### src/rtl/tilelink_1ton_uh.sv
// TileLink-UH 1-to-N leaf: registered A-path address decode with Put-burst locking,
// an internal denied-error responder, and round-robin D-path arbitration back to the master.
module tilelink_1ton_uh #(
  parameter int C_NUM_SLAVES          = 2,
  parameter int C_TILELINK_DATA_WIDTH = 32,
  parameter int C_TILELINK_ADDR_WIDTH = 32,
  parameter int C_TILELINK_ID_WIDTH   = 5,
  parameter logic [C_NUM_SLAVES*C_TILELINK_ADDR_WIDTH-1:0] C_SLAVE_BASE = {32'h1000_0000, 32'h0000_0000},
  parameter logic [C_NUM_SLAVES*C_TILELINK_ADDR_WIDTH-1:0] C_SLAVE_MASK = {32'hF000_0000, 32'hF000_0000}
) (
  input  logic                                            tilelink_clock_i,
  input  logic                                            tilelink_reset_ni,
  input  logic [2:0]                                      master_a_opcode,
  input  logic [2:0]                                      master_a_param,
  input  logic [2:0]                                      master_a_size,
  input  logic [C_TILELINK_ID_WIDTH-1:0]                  master_a_source,
  input  logic [C_TILELINK_ADDR_WIDTH-1:0]                master_a_address,
  input  logic [C_TILELINK_DATA_WIDTH/8-1:0]              master_a_mask,
  input  logic [C_TILELINK_DATA_WIDTH-1:0]                master_a_data,
  input  logic                                            master_a_corrupt,
  input  logic                                            master_a_valid,
  output logic                                            master_a_ready,
  output logic [2:0]                                      master_d_opcode,
  output logic [1:0]                                      master_d_param,
  output logic [2:0]                                      master_d_size,
  output logic [C_TILELINK_ID_WIDTH-1:0]                  master_d_source,
  output logic                                            master_d_denied,
  output logic                                            master_d_corrupt,
  output logic                                            master_d_valid,
  output logic [C_TILELINK_DATA_WIDTH-1:0]                master_d_data,
  input  logic                                            master_d_ready,
  output logic [C_NUM_SLAVES*3-1:0]                       slave_a_opcode,
  output logic [C_NUM_SLAVES*3-1:0]                       slave_a_param,
  output logic [C_NUM_SLAVES*3-1:0]                       slave_a_size,
  output logic [C_NUM_SLAVES*C_TILELINK_ID_WIDTH-1:0]     slave_a_source,
  output logic [C_NUM_SLAVES*C_TILELINK_ADDR_WIDTH-1:0]   slave_a_address,
  output logic [C_NUM_SLAVES*C_TILELINK_DATA_WIDTH/8-1:0] slave_a_mask,
  output logic [C_NUM_SLAVES*C_TILELINK_DATA_WIDTH-1:0]   slave_a_data,
  output logic [C_NUM_SLAVES-1:0]                         slave_a_corrupt,
  output logic [C_NUM_SLAVES-1:0]                         slave_a_valid,
  input  logic [C_NUM_SLAVES-1:0]                         slave_a_ready,
  input  logic [C_NUM_SLAVES*3-1:0]                       slave_d_opcode,
  input  logic [C_NUM_SLAVES*2-1:0]                       slave_d_param,
  input  logic [C_NUM_SLAVES*3-1:0]                       slave_d_size,
  input  logic [C_NUM_SLAVES*C_TILELINK_ID_WIDTH-1:0]     slave_d_source,
  input  logic [C_NUM_SLAVES-1:0]                         slave_d_denied,
  input  logic [C_NUM_SLAVES*C_TILELINK_DATA_WIDTH-1:0]   slave_d_data,
  input  logic [C_NUM_SLAVES-1:0]                         slave_d_corrupt,
  input  logic [C_NUM_SLAVES-1:0]                         slave_d_valid,
  output logic [C_NUM_SLAVES-1:0]                         slave_d_ready
);
  localparam int NS  = C_NUM_SLAVES;
  localparam int DW  = C_TILELINK_DATA_WIDTH;
  localparam int AW  = C_TILELINK_ADDR_WIDTH;
  localparam int IDW = C_TILELINK_ID_WIDTH;
  localparam int MW  = DW / 8;
  localparam int LGB = $clog2(MW);
  localparam int TW  = $clog2(NS + 1);
  localparam logic [TW-1:0] ERR_IDX = TW'(NS);
  localparam logic [1:0] ERR_IDLE = 2'd0, ERR_PUT = 2'd1, ERR_RESP = 2'd2;

  // Beats in a burst of 2^size bytes; anything up to one bus width is a single beat.
  function automatic logic [7:0] beats_of(input logic [2:0] size);
    logic [2:0] sh;
    sh = size - 3'(LGB);
    if (size <= 3'(LGB)) beats_of = 8'd1;
    else                 beats_of = 8'd1 << sh;
  endfunction

  function automatic logic [TW-1:0] next_idx(input logic [TW-1:0] idx);
    next_idx = (idx == ERR_IDX) ? '0 : idx + 1'b1;
  endfunction

  // ---------------- A path ----------------
  logic            a_valid_q;
  logic [TW-1:0]   tgt_q, a_lock_tgt_q, dec_tgt, a_tgt;
  logic [7:0]      a_cnt_q;
  logic [2:0]      a_opcode_q, a_param_q, a_size_q;
  logic [IDW-1:0]  a_source_q;
  logic [AW-1:0]   a_address_q;
  logic [MW-1:0]   a_mask_q;
  logic [DW-1:0]   a_data_q;
  logic            a_corrupt_q;
  logic [NS:0]     tgt_ready_vec;
  logic            tgt_ready, a_accept, a_multi_put, err_a_ready;

  // Iterating downwards leaves the lowest-index hit as the winner.
  always_comb begin
    dec_tgt = ERR_IDX;
    for (int i = NS - 1; i >= 0; i--) begin
      if ((master_a_address & C_SLAVE_MASK[i*AW +: AW]) == C_SLAVE_BASE[i*AW +: AW])
        dec_tgt = TW'(i);
    end
  end

  assign a_tgt          = (a_cnt_q != 8'd0) ? a_lock_tgt_q : dec_tgt;
  assign tgt_ready_vec  = {err_a_ready, slave_a_ready};
  assign tgt_ready      = tgt_ready_vec[tgt_q];
  assign master_a_ready = !a_valid_q | tgt_ready;
  assign a_accept       = master_a_valid & master_a_ready;
  assign a_multi_put    = (master_a_opcode == 3'd0 || master_a_opcode == 3'd1) && (master_a_size > 3'(LGB));

  always_ff @(posedge tilelink_clock_i or negedge tilelink_reset_ni) begin
    if (!tilelink_reset_ni) begin
      a_valid_q    <= 1'b0;
      tgt_q        <= '0;
      a_cnt_q      <= 8'd0;
      a_lock_tgt_q <= '0;
    end else begin
      if (master_a_ready) a_valid_q <= master_a_valid;
      if (a_accept) begin
        tgt_q <= a_tgt;
        if (a_cnt_q != 8'd0) begin
          a_cnt_q <= a_cnt_q - 8'd1;
        end else if (a_multi_put) begin
          a_cnt_q      <= beats_of(master_a_size) - 8'd1;
          a_lock_tgt_q <= dec_tgt;
        end
      end
    end
  end

  always_ff @(posedge tilelink_clock_i) begin
    if (a_accept) begin
      a_opcode_q  <= master_a_opcode;
      a_param_q   <= master_a_param;
      a_size_q    <= master_a_size;
      a_source_q  <= master_a_source;
      a_address_q <= master_a_address;
      a_mask_q    <= master_a_mask;
      a_data_q    <= master_a_data;
      a_corrupt_q <= master_a_corrupt;
    end
  end

  // ---------------- Error responder ----------------
  logic [1:0]     err_state_q;
  logic [7:0]     err_cnt_q;
  logic           err_op_q;
  logic [2:0]     err_size_q;
  logic [IDW-1:0] err_source_q;
  logic           err_accept, err_d_ready, err_put;

  // Put bursts keep flowing into the responder; only the D phase blocks new A beats.
  assign err_a_ready = (err_state_q != ERR_RESP);
  assign err_accept  = a_valid_q & (tgt_q == ERR_IDX) & err_a_ready;
  assign err_put     = (a_opcode_q == 3'd0) || (a_opcode_q == 3'd1);

  always_ff @(posedge tilelink_clock_i or negedge tilelink_reset_ni) begin
    if (!tilelink_reset_ni) begin
      err_state_q  <= ERR_IDLE;
      err_cnt_q    <= 8'd0;
      err_op_q     <= 1'b0;
      err_size_q   <= 3'd0;
      err_source_q <= '0;
    end else begin
      case (err_state_q)
        ERR_IDLE: if (err_accept) begin
          err_size_q   <= a_size_q;
          err_source_q <= a_source_q;
          err_op_q     <= !err_put;
          if (err_put && beats_of(a_size_q) > 8'd1) begin
            err_cnt_q   <= beats_of(a_size_q) - 8'd1;
            err_state_q <= ERR_PUT;
          end else begin
            err_cnt_q   <= err_put ? 8'd1 : beats_of(a_size_q);
            err_state_q <= ERR_RESP;
          end
        end
        ERR_PUT: if (err_accept) begin
          if (err_cnt_q == 8'd1) err_state_q <= ERR_RESP;
          else                   err_cnt_q   <= err_cnt_q - 8'd1;
        end
        ERR_RESP: if (err_d_ready) begin
          if (err_cnt_q == 8'd1) err_state_q <= ERR_IDLE;
          err_cnt_q <= err_cnt_q - 8'd1;
        end
        default: err_state_q <= ERR_IDLE;
      endcase
    end
  end

  // ---------------- D path ----------------
  logic [NS:0]    src_valid;
  logic [2:0]     src_opcode [NS+1];
  logic [1:0]     src_param  [NS+1];
  logic [2:0]     src_size   [NS+1];
  logic [IDW-1:0] src_source [NS+1];
  logic           src_denied [NS+1];
  logic           src_corrupt[NS+1];
  logic [DW-1:0]  src_data   [NS+1];
  logic [TW-1:0]  rr_q, grant_idx, d_lock_idx_q;
  logic           grant_any, d_load, d_fire, d_lock_q, d_multi;
  logic [7:0]     d_cnt_q;

  genvar gi;
  generate
    for (gi = 0; gi < NS; gi++) begin : g_slave
      assign slave_a_valid[gi]             = a_valid_q & (tgt_q == TW'(gi));
      assign slave_a_opcode[gi*3 +: 3]     = a_opcode_q;
      assign slave_a_param[gi*3 +: 3]      = a_param_q;
      assign slave_a_size[gi*3 +: 3]       = a_size_q;
      assign slave_a_source[gi*IDW +: IDW] = a_source_q;
      assign slave_a_address[gi*AW +: AW]  = a_address_q;
      assign slave_a_mask[gi*MW +: MW]     = a_mask_q;
      assign slave_a_data[gi*DW +: DW]     = a_data_q;
      assign slave_a_corrupt[gi]           = a_corrupt_q;
      assign src_valid[gi]   = slave_d_valid[gi];
      assign src_opcode[gi]  = slave_d_opcode[gi*3 +: 3];
      assign src_param[gi]   = slave_d_param[gi*2 +: 2];
      assign src_size[gi]    = slave_d_size[gi*3 +: 3];
      assign src_source[gi]  = slave_d_source[gi*IDW +: IDW];
      assign src_denied[gi]  = slave_d_denied[gi];
      assign src_corrupt[gi] = slave_d_corrupt[gi];
      assign src_data[gi]    = slave_d_data[gi*DW +: DW];
      assign slave_d_ready[gi] = grant_any & d_load & (grant_idx == TW'(gi));
    end
  endgenerate

  assign src_valid[NS]   = (err_state_q == ERR_RESP);
  assign src_opcode[NS]  = err_op_q ? 3'd1 : 3'd0;
  assign src_param[NS]   = 2'd0;
  assign src_size[NS]    = err_size_q;
  assign src_source[NS]  = err_source_q;
  assign src_denied[NS]  = 1'b1;
  assign src_corrupt[NS] = err_op_q;
  assign src_data[NS]    = '0;
  assign err_d_ready     = grant_any & d_load & (grant_idx == ERR_IDX);

  // Scan from rr_q upward with wrap; the scan runs backwards so the nearest valid source wins.
  always_comb begin
    int j;
    j         = 0;
    grant_any = 1'b0;
    grant_idx = rr_q;
    if (d_lock_q) begin
      grant_any = 1'b1;
      grant_idx = d_lock_idx_q;
    end else begin
      for (int k = NS; k >= 0; k--) begin
        j = int'(rr_q) + k;
        if (j > NS) j = j - (NS + 1);
        if (src_valid[j]) begin
          grant_any = 1'b1;
          grant_idx = TW'(j);
        end
      end
    end
  end

  assign d_load  = !master_d_valid | master_d_ready;
  assign d_fire  = grant_any & src_valid[grant_idx] & d_load;
  assign d_multi = (src_opcode[grant_idx] == 3'd1) && (src_size[grant_idx] > 3'(LGB));

  always_ff @(posedge tilelink_clock_i or negedge tilelink_reset_ni) begin
    if (!tilelink_reset_ni) begin
      master_d_valid <= 1'b0;
      rr_q           <= '0;
      d_lock_q       <= 1'b0;
      d_lock_idx_q   <= '0;
      d_cnt_q        <= 8'd0;
    end else if (d_fire) begin
      master_d_valid <= 1'b1;
      if (d_lock_q) begin
        d_cnt_q <= d_cnt_q - 8'd1;
        if (d_cnt_q == 8'd1) begin
          d_lock_q <= 1'b0;
          rr_q     <= next_idx(grant_idx);
        end
      end else if (d_multi) begin
        d_lock_q     <= 1'b1;
        d_lock_idx_q <= grant_idx;
        d_cnt_q      <= beats_of(src_size[grant_idx]) - 8'd1;
      end else begin
        rr_q <= next_idx(grant_idx);
      end
    end else if (master_d_ready) begin
      master_d_valid <= 1'b0;
    end
  end

  always_ff @(posedge tilelink_clock_i) begin
    if (d_fire) begin
      master_d_opcode  <= src_opcode[grant_idx];
      master_d_param   <= src_param[grant_idx];
      master_d_size    <= src_size[grant_idx];
      master_d_source  <= src_source[grant_idx];
      master_d_denied  <= src_denied[grant_idx];
      master_d_corrupt <= src_corrupt[grant_idx];
      master_d_data    <= src_data[grant_idx];
    end
  end
endmodule
### config.mk
export PLATFORM = sky130hd
export DESIGN_NAME = tilelink_1ton_uh
export DESIGN_NICKNAME = d
export VERILOG_FILES = /design/src/rtl/tilelink_1ton_uh.sv
export SDC_FILE = /design/constraint.sdc
export NUM_CORES = 1
export LEC_CHECK = 0
export CAP_MARGIN = 20
export CORE_MARGIN = 2
export CORE_UTILIZATION = 38
export CTS_CLUSTER_SIZE = 30
export DETAILED_ROUTE_END_ITERATION = 10
export GPL_TIMING_DRIVEN = 0
export PLACE_DENSITY_LB_ADDON = 0.08
export SLEW_MARGIN = 25
export SYNTH_ARGS = -nofsm -noshare
export SYNTH_HDL_FRONTEND = slang
export SYNTH_SLANG_ARGS = --single-unit
### constraint.sdc
create_clock -name tilelink_clock_i -period 7.7 [get_ports tilelink_clock_i]
set_input_delay 1.155 -clock tilelink_clock_i [delete_from_list [all_inputs] [get_ports tilelink_clock_i]]
set_output_delay 1.155 -clock tilelink_clock_i [all_outputs]
set_load 0.02 [all_outputs]
---- Yosys cells after proc, flatten, opt, wreduce, memory -nomap -nowiden ----
Index checks and enable logic that the tools add are counted.
storage, ports and cells
  bits in registers ....................... 176
  input port bits ......................... 185
  output and inout bits ................... 219
  word-level logic and storage cells ...... 219
operators by class
  add/sub/neg operators ................... 15
  $lt $le $gt $ge ......................... 15
  eq/ne operators ......................... 21
  shifts and indexed selects .............. 3
  multiplexer cells ....................... 93
  bitwise logic cells ..................... 16
  reductions and logical operators ........ 27
operators by type and width
  operator                                                        count
  two-way mux 32 bit                                              8
  two-way mux 8 bit                                               24
  less-than comparator 32 x 4 -> 1 bit, second input constant     3
  binary-select mux 32 bit (select 2 bit)                         1
  subtractor 8 x 1 -> 8 bit, second input constant                6
  two-way mux 2 bit                                               19
  logical NOT 32 bit                                              1
  case mux 8 bit (3 select lines)                                 1
  left shift 1 x 3 -> 8 bit, first input constant                 3
  two-way mux 1 bit                                               22
  equality test 8 x 1 -> 1 bit, second input constant             2
  binary-select mux 1 bit (select 2 bit)                          7
  inequality test 2 bit, second input constant                    7
  binary-select mux 3 bit (select 2 bit)                          2
  greater-than comparator 3 x 2 -> 1 bit, second input constant   4
  two-way mux 3 bit                                               4
  AND 1 bit                                                       11
  binary-select mux 5 bit (select 2 bit)                          1
  two-way mux 5 bit                                               2
  AND reduction 5 bit                                             2
  equality test 3 x 1 -> 1 bit, second input constant             3
  less-or-equal comparator 3 x 2 -> 1 bit, second input constant  3
  AND reduction 3 bit                                             3
  subtractor 3 x 2 -> 3 bit, second input constant                3
  27 further kinds                                                48

---- Logic depth before layout (Yosys ltp) ----
  word-level depth ........................ 24
  mapped depth ............................ 17
  mapped depth without buffers ............ 15

---- Worst setup path before layout ----
OpenSTA, ideal clock, no wires.
  path type ............................... input -> register
  from .................................... in slave_a_ready[1]
  to ...................................... reg a_cnt_q[6]
  setup time .............................. 0.130 ns
  data arrival time ....................... 7.297 ns
  required time ........................... 7.570 ns
  slack ................................... 0.273 ns
  stages on the path ...................... 7
  buffers on the path ..................... 0
  cell sequence ........................... nand2_1 > o21a_1 > a21oi_1 > o21ai_1 > nor3_1 > a21oi_1 > xnor2_1
on the way
  cells in the longest elaborated chain, start to end .. 5
ends and longest elaborated chain
  element                                  line  text
  from (decl)                              41    input logic [C_NUM_SLAVES-1:0] slave_a_ready,
  binary-select mux 1 bit (select 2 bit)   98    assign tgt_ready = tgt_ready_vec[tgt_q];
  two-way mux 1 bit (implied by the code)  98
  OR 1 bit                                 99    assign master_a_ready = !a_valid_q | tgt_ready;
  AND 1 bit                                100   assign a_accept = master_a_valid & master_a_ready;
  named net a_accept                       85    logic tgt_ready, a_accept, a_multi_put, err_a_ready;
  AND reduction 2 bit (no line)            -
  to (signal assigned)                     114   a_cnt_q <= a_cnt_q - 8'd1;
  to (signal assigned)                     116   a_cnt_q <= beats_of(master_a_size) - 8'd1;
  to (decl)                                77    logic [7:0] a_cnt_q;
The timed path passes the listed nets, and every way through them passes these cells. The select of a mux whose other input is x is not followed.
A chain may end at the register's enable or synchronous reset.

---- Worst setup path after layout ----
  from .................................... reg rr_q[0]
  to ...................................... out slave_d_ready[1]
on the way
  cells in the longest elaborated chain, start to end .. 13
  elaborated cells between the ends (all ways) .. 34
  those cells by class .................... add/sub: 5; order compare: 3; eq/ne: 1; mux: 23; bitwise: 2
ends and longest elaborated chain
  element                                                                              line  text
  from (decl)                                                                          192   logic [TW-1:0] rr_q, grant_idx, d_lock_idx_q;
  from (signal assigned)                                                               268   rr_q <= next_idx(grant_idx);
  from (signal assigned)                                                               275   rr_q <= next_idx(grant_idx);
  adder 2 x 2 -> 3 bit                                                                 241   j = int'(rr_q) + k;
  subtractor 3 x 2 -> 4 bit or greater-than comparator 3 x 2 -> 1 bit (tied branches)  242   if (j > NS) j = j - (NS + 1);
  two-way mux 32 bit                                                                   242
  two-way mux 32 bit                                                                   236   if (d_lock_q) begin
  binary-select mux 1 bit (select 2 bit)                                               243   if (src_valid[j]) begin
  two-way mux 1 bit (implied by the code) (2 in a row)                                 243
  two-way mux 2 bit or two-way mux 1 bit (tied branches) (3 in a row)                  243
  two-way mux 2 bit or two-way mux 1 bit (tied branches)                               236
  equality test 2 x 1 -> 1 bit or AND 1 bit (tied branches)                            216   assign slave_d_ready[gi] = grant_any & d_load & (grant_idx == TW'(gi));
  AND 1 bit (*)                                                                        216
  to (decl)                                                                            50    output logic [C_NUM_SLAVES-1:0] slave_d_ready
Mark *: on every way between the ends. The rest lies on a longest branch, timed or not. The select of a mux whose other input is x is not followed.

==> out/results.ini <==
[outcome]
outcome=finished clean

[timing]
setup_slack_ns=2.31
finalSetupTns_ns=0
finalSetupViolCount=0
hold_viol_final=0
worstMarginPinSlew_ns=0.789
finalMaxSlewViolations=0
slew_headroom=0.470
clock_skew_ns=0.0146
timing.hold.ws_ns=0.511
rsz0062_at_grt=no
min_period_over_period=0.700
max_freq_ghz=0.185
period_needed_ns=5.39

[routing]
drt_iter0_drc=401
first_pass_iters=4
via_per_inst=4.87
vias=7781
wl_per_cell_um=17.0
drcViolationCount=0
postRouteAntennaNets=0
wl_um=27200

[critical_path]
required_ns=6.55
crit_top_cell=clkbuf_1
critPathArrivalTime_ns=4.24
critPathTopFamily=buffers and inverters
endpoint_kind=primary output
cp_slowest_stage_delay_ns=0.59
path_cells=inv_1 -> ha_1 -> buf_4 -> o22ai_1 -> o31ai_1 -> o21ai_1 -> buf_2 -> clkbuf_1 -> clkbuf_1 -> nor3_1 -> clkdlybuf4s50_1
worstSetupPathType=flip-flop to primary output
slowest_stage=clkdlybuf4s50_1
critPathBufInv=6
start_kind=flip-flop
crit_path_max_fanout=10

[global_routing]
gr-usage-all-layers=0.208
grt-ovfl-total=0
grt_first_pass_wirelength_um=39700
antenna_found_initial=0
grt_max_degree=57
grt_pass1_vias=7164

[synth]
syn_nets=1045
synth_seq_cells=176
yosys_warnings=0
synth_edf_count=130
avgSynthCellArea_um2=10.7
syn_inst=843
synth_seq_area_share=0.560
syn_area_mm2=0.00902
synth_cell_type_count=85
synth_ff_type=edfxtp_1
synth-async-reset-ratio=0.261

[cts]
cts_hold_buf=0
clockBufferDepth=2
postCtsSetupBuffers=0
cts_made_buffers=17
worstSkewPairLatency_ns=0.43
clkTransAtPathRegs_ns=0.07
ctsRootBufferMaster=clkbuf_16
h-tree-depth=4
cts_tree=built
cts_resized=0
clock_sinks=176

[cells_and_area]
fillers=1992
diodes=0
utilization=0.604
area_growth_pct=56.8
drive_above_1_share=0.122
final_net_count=1469

[power]
power_density_mw_per_mm2=408
irDropWorstVdd_mv=0.237
power.leakage_nw=5.49
power_mw=5.78

[die]
coreArea_mm2=0.0234
die_area_mm2=0.0250
die_y_um=158
num_rows=56
io_pins=404
initial_core_util=0.386
die_w_um=158

[placed_design]
place_worst_setup_slack_ns=2.36
dpl.hpwl_um=21000
gp_congestion=0.872
port_buffers=401

[hold_path]
hold_class=flip-flop to flip-flop

[flow_run]
maxCapViolCount=0

[metal layers]
layer	share of wire	GRT usage
met2	0.52	0.364
met3	0.057	0.0441
met5	0	0
met1	0.41	0.259
met4	0.017	0.0566
[logic make-up after synthesis]
logic type	Yosys count	synth area share
compound gates	204	0.142
xor+xnor	4	0.00388
fa+ha+maj	17	0.0236
buf+inv	147	0.0986
flops	176	0.560
mux	24	0.0295
simple gates	271	0.142
[registers in the layout (all words and copies together) (netlist names), 3 cells and up]
register,count
a_address_q,32
a_cnt_q,8
a_data_q,32
a_mask_q,4
a_opcode_q,3
a_param_q,3
a_size_q,3
a_source_q,5
d_cnt_q,8
err_cnt_q,8
err_size_q,3
err_source_q,5
master_d_data,32
master_d_opcode,3
master_d_size,3
master_d_source,5
[through the flow]
stage | instances | area, um^2
2_1_floorplan | 843 | 9020
3_3_place_gp | 1563 | 13400
3_5_place_dp | 1567 | 13600
4_1_cts | 1599 | 14100
5_1_grt | 1599 | 14100
6_report | 1599 | 14100
[Yosys cell counts, types with 4 or more instances]
cell type	n	area share
o31ai_1	7	0.0058
nand2_1	136	0.057
ha_1	17	0.024
mux2_2	9	0.011
clkbuf_1	26	0.011
or3_1	7	0.0049
nor2_1	33	0.014
nor4_1	4	0.0028
inv_1	26	0.011
o21ai_1	5	0.0028
a22oi_1	4	0.0033
a21oi_1	76	0.042
o211ai_1	6	0.0050
nand2b_1	13	0.0090
nor3_1	23	0.013
edfxtp_1	130	0.43
nand3_1	14	0.0078
mux2i_1	11	0.012
a211oi_1	5	0.0042
a31oi_1	4	0.0028
and2_1	6	0.0042
buf_4	89	0.074
o21ai_0	45	0.025
dfrtp_1	46	0.13
a21o_1	5	0.0042
[final timing paths]
check                      cells past startpoint                           to  slack, ns                   startpoint
max reg2reg                                   16       d_cnt_q[4]$_DFFE_PN0P_       3.43          rr_q[0]$_DFFE_PN0P_
max                                           11             slave_d_ready[1]       2.31          rr_q[0]$_DFFE_PN0P_
min in group asynchronous                      1     err_cnt_q[1]$_DFFE_PN0P_       0.73            tilelink_reset_ni
max in group asynchronous                      1  a_lock_tgt_q[1]$_DFFE_PN0P_       6.53            tilelink_reset_ni
min reg2reg                                    1  err_source_q[4]$_DFFE_PN0P_       0.51  err_source_q[4]$_DFFE_PN0P_
min                                            1  err_source_q[4]$_DFFE_PN0P_       0.51  err_source_q[4]$_DFFE_PN0P_
[layout make-up]
cell class                 count  area [um^2]  share of cell area
sequential                   176         5050               0.357
clock inverter                13          155              0.0110
inverter                      28          108             0.00761
timing repair buffer         405         4120               0.291
buffer                       119          785              0.0555
clock buffer                  19          433              0.0306
multi-input combinational    520         3090               0.218
tap                          319          399              0.0282
[placed cells by master (no fill, tap or decap), drive strengths merged, types with 5 or more instances in the layout]
master,count
inv,31
and2,6
mux2i,12
o21ai,50
nand2,137
mux2,12
ha,17
nor2,36
clkbuf,45
o31ai,7
dfrtp,46
a21oi,77
o211ai,6
edfxtp,130
a31oi,5
or3,7
a211oi,6
clkinv,5
a21o,5
buf,98
nand2b,14
nand3,14
nor3,23
clkdlybuf4s50,400
[where the power goes]
group | leakage, nW | switching (mW) | internal [mW]
Clock | 0.273 | 0.409 | 0.461
Combinational | 3.40 | 1.85 | 1.34
Sequential | 1.82 | 0.189 | 1.53
Total | 5.49 | 2.44 | 3.33
Power figures use the tool's default switching activity.
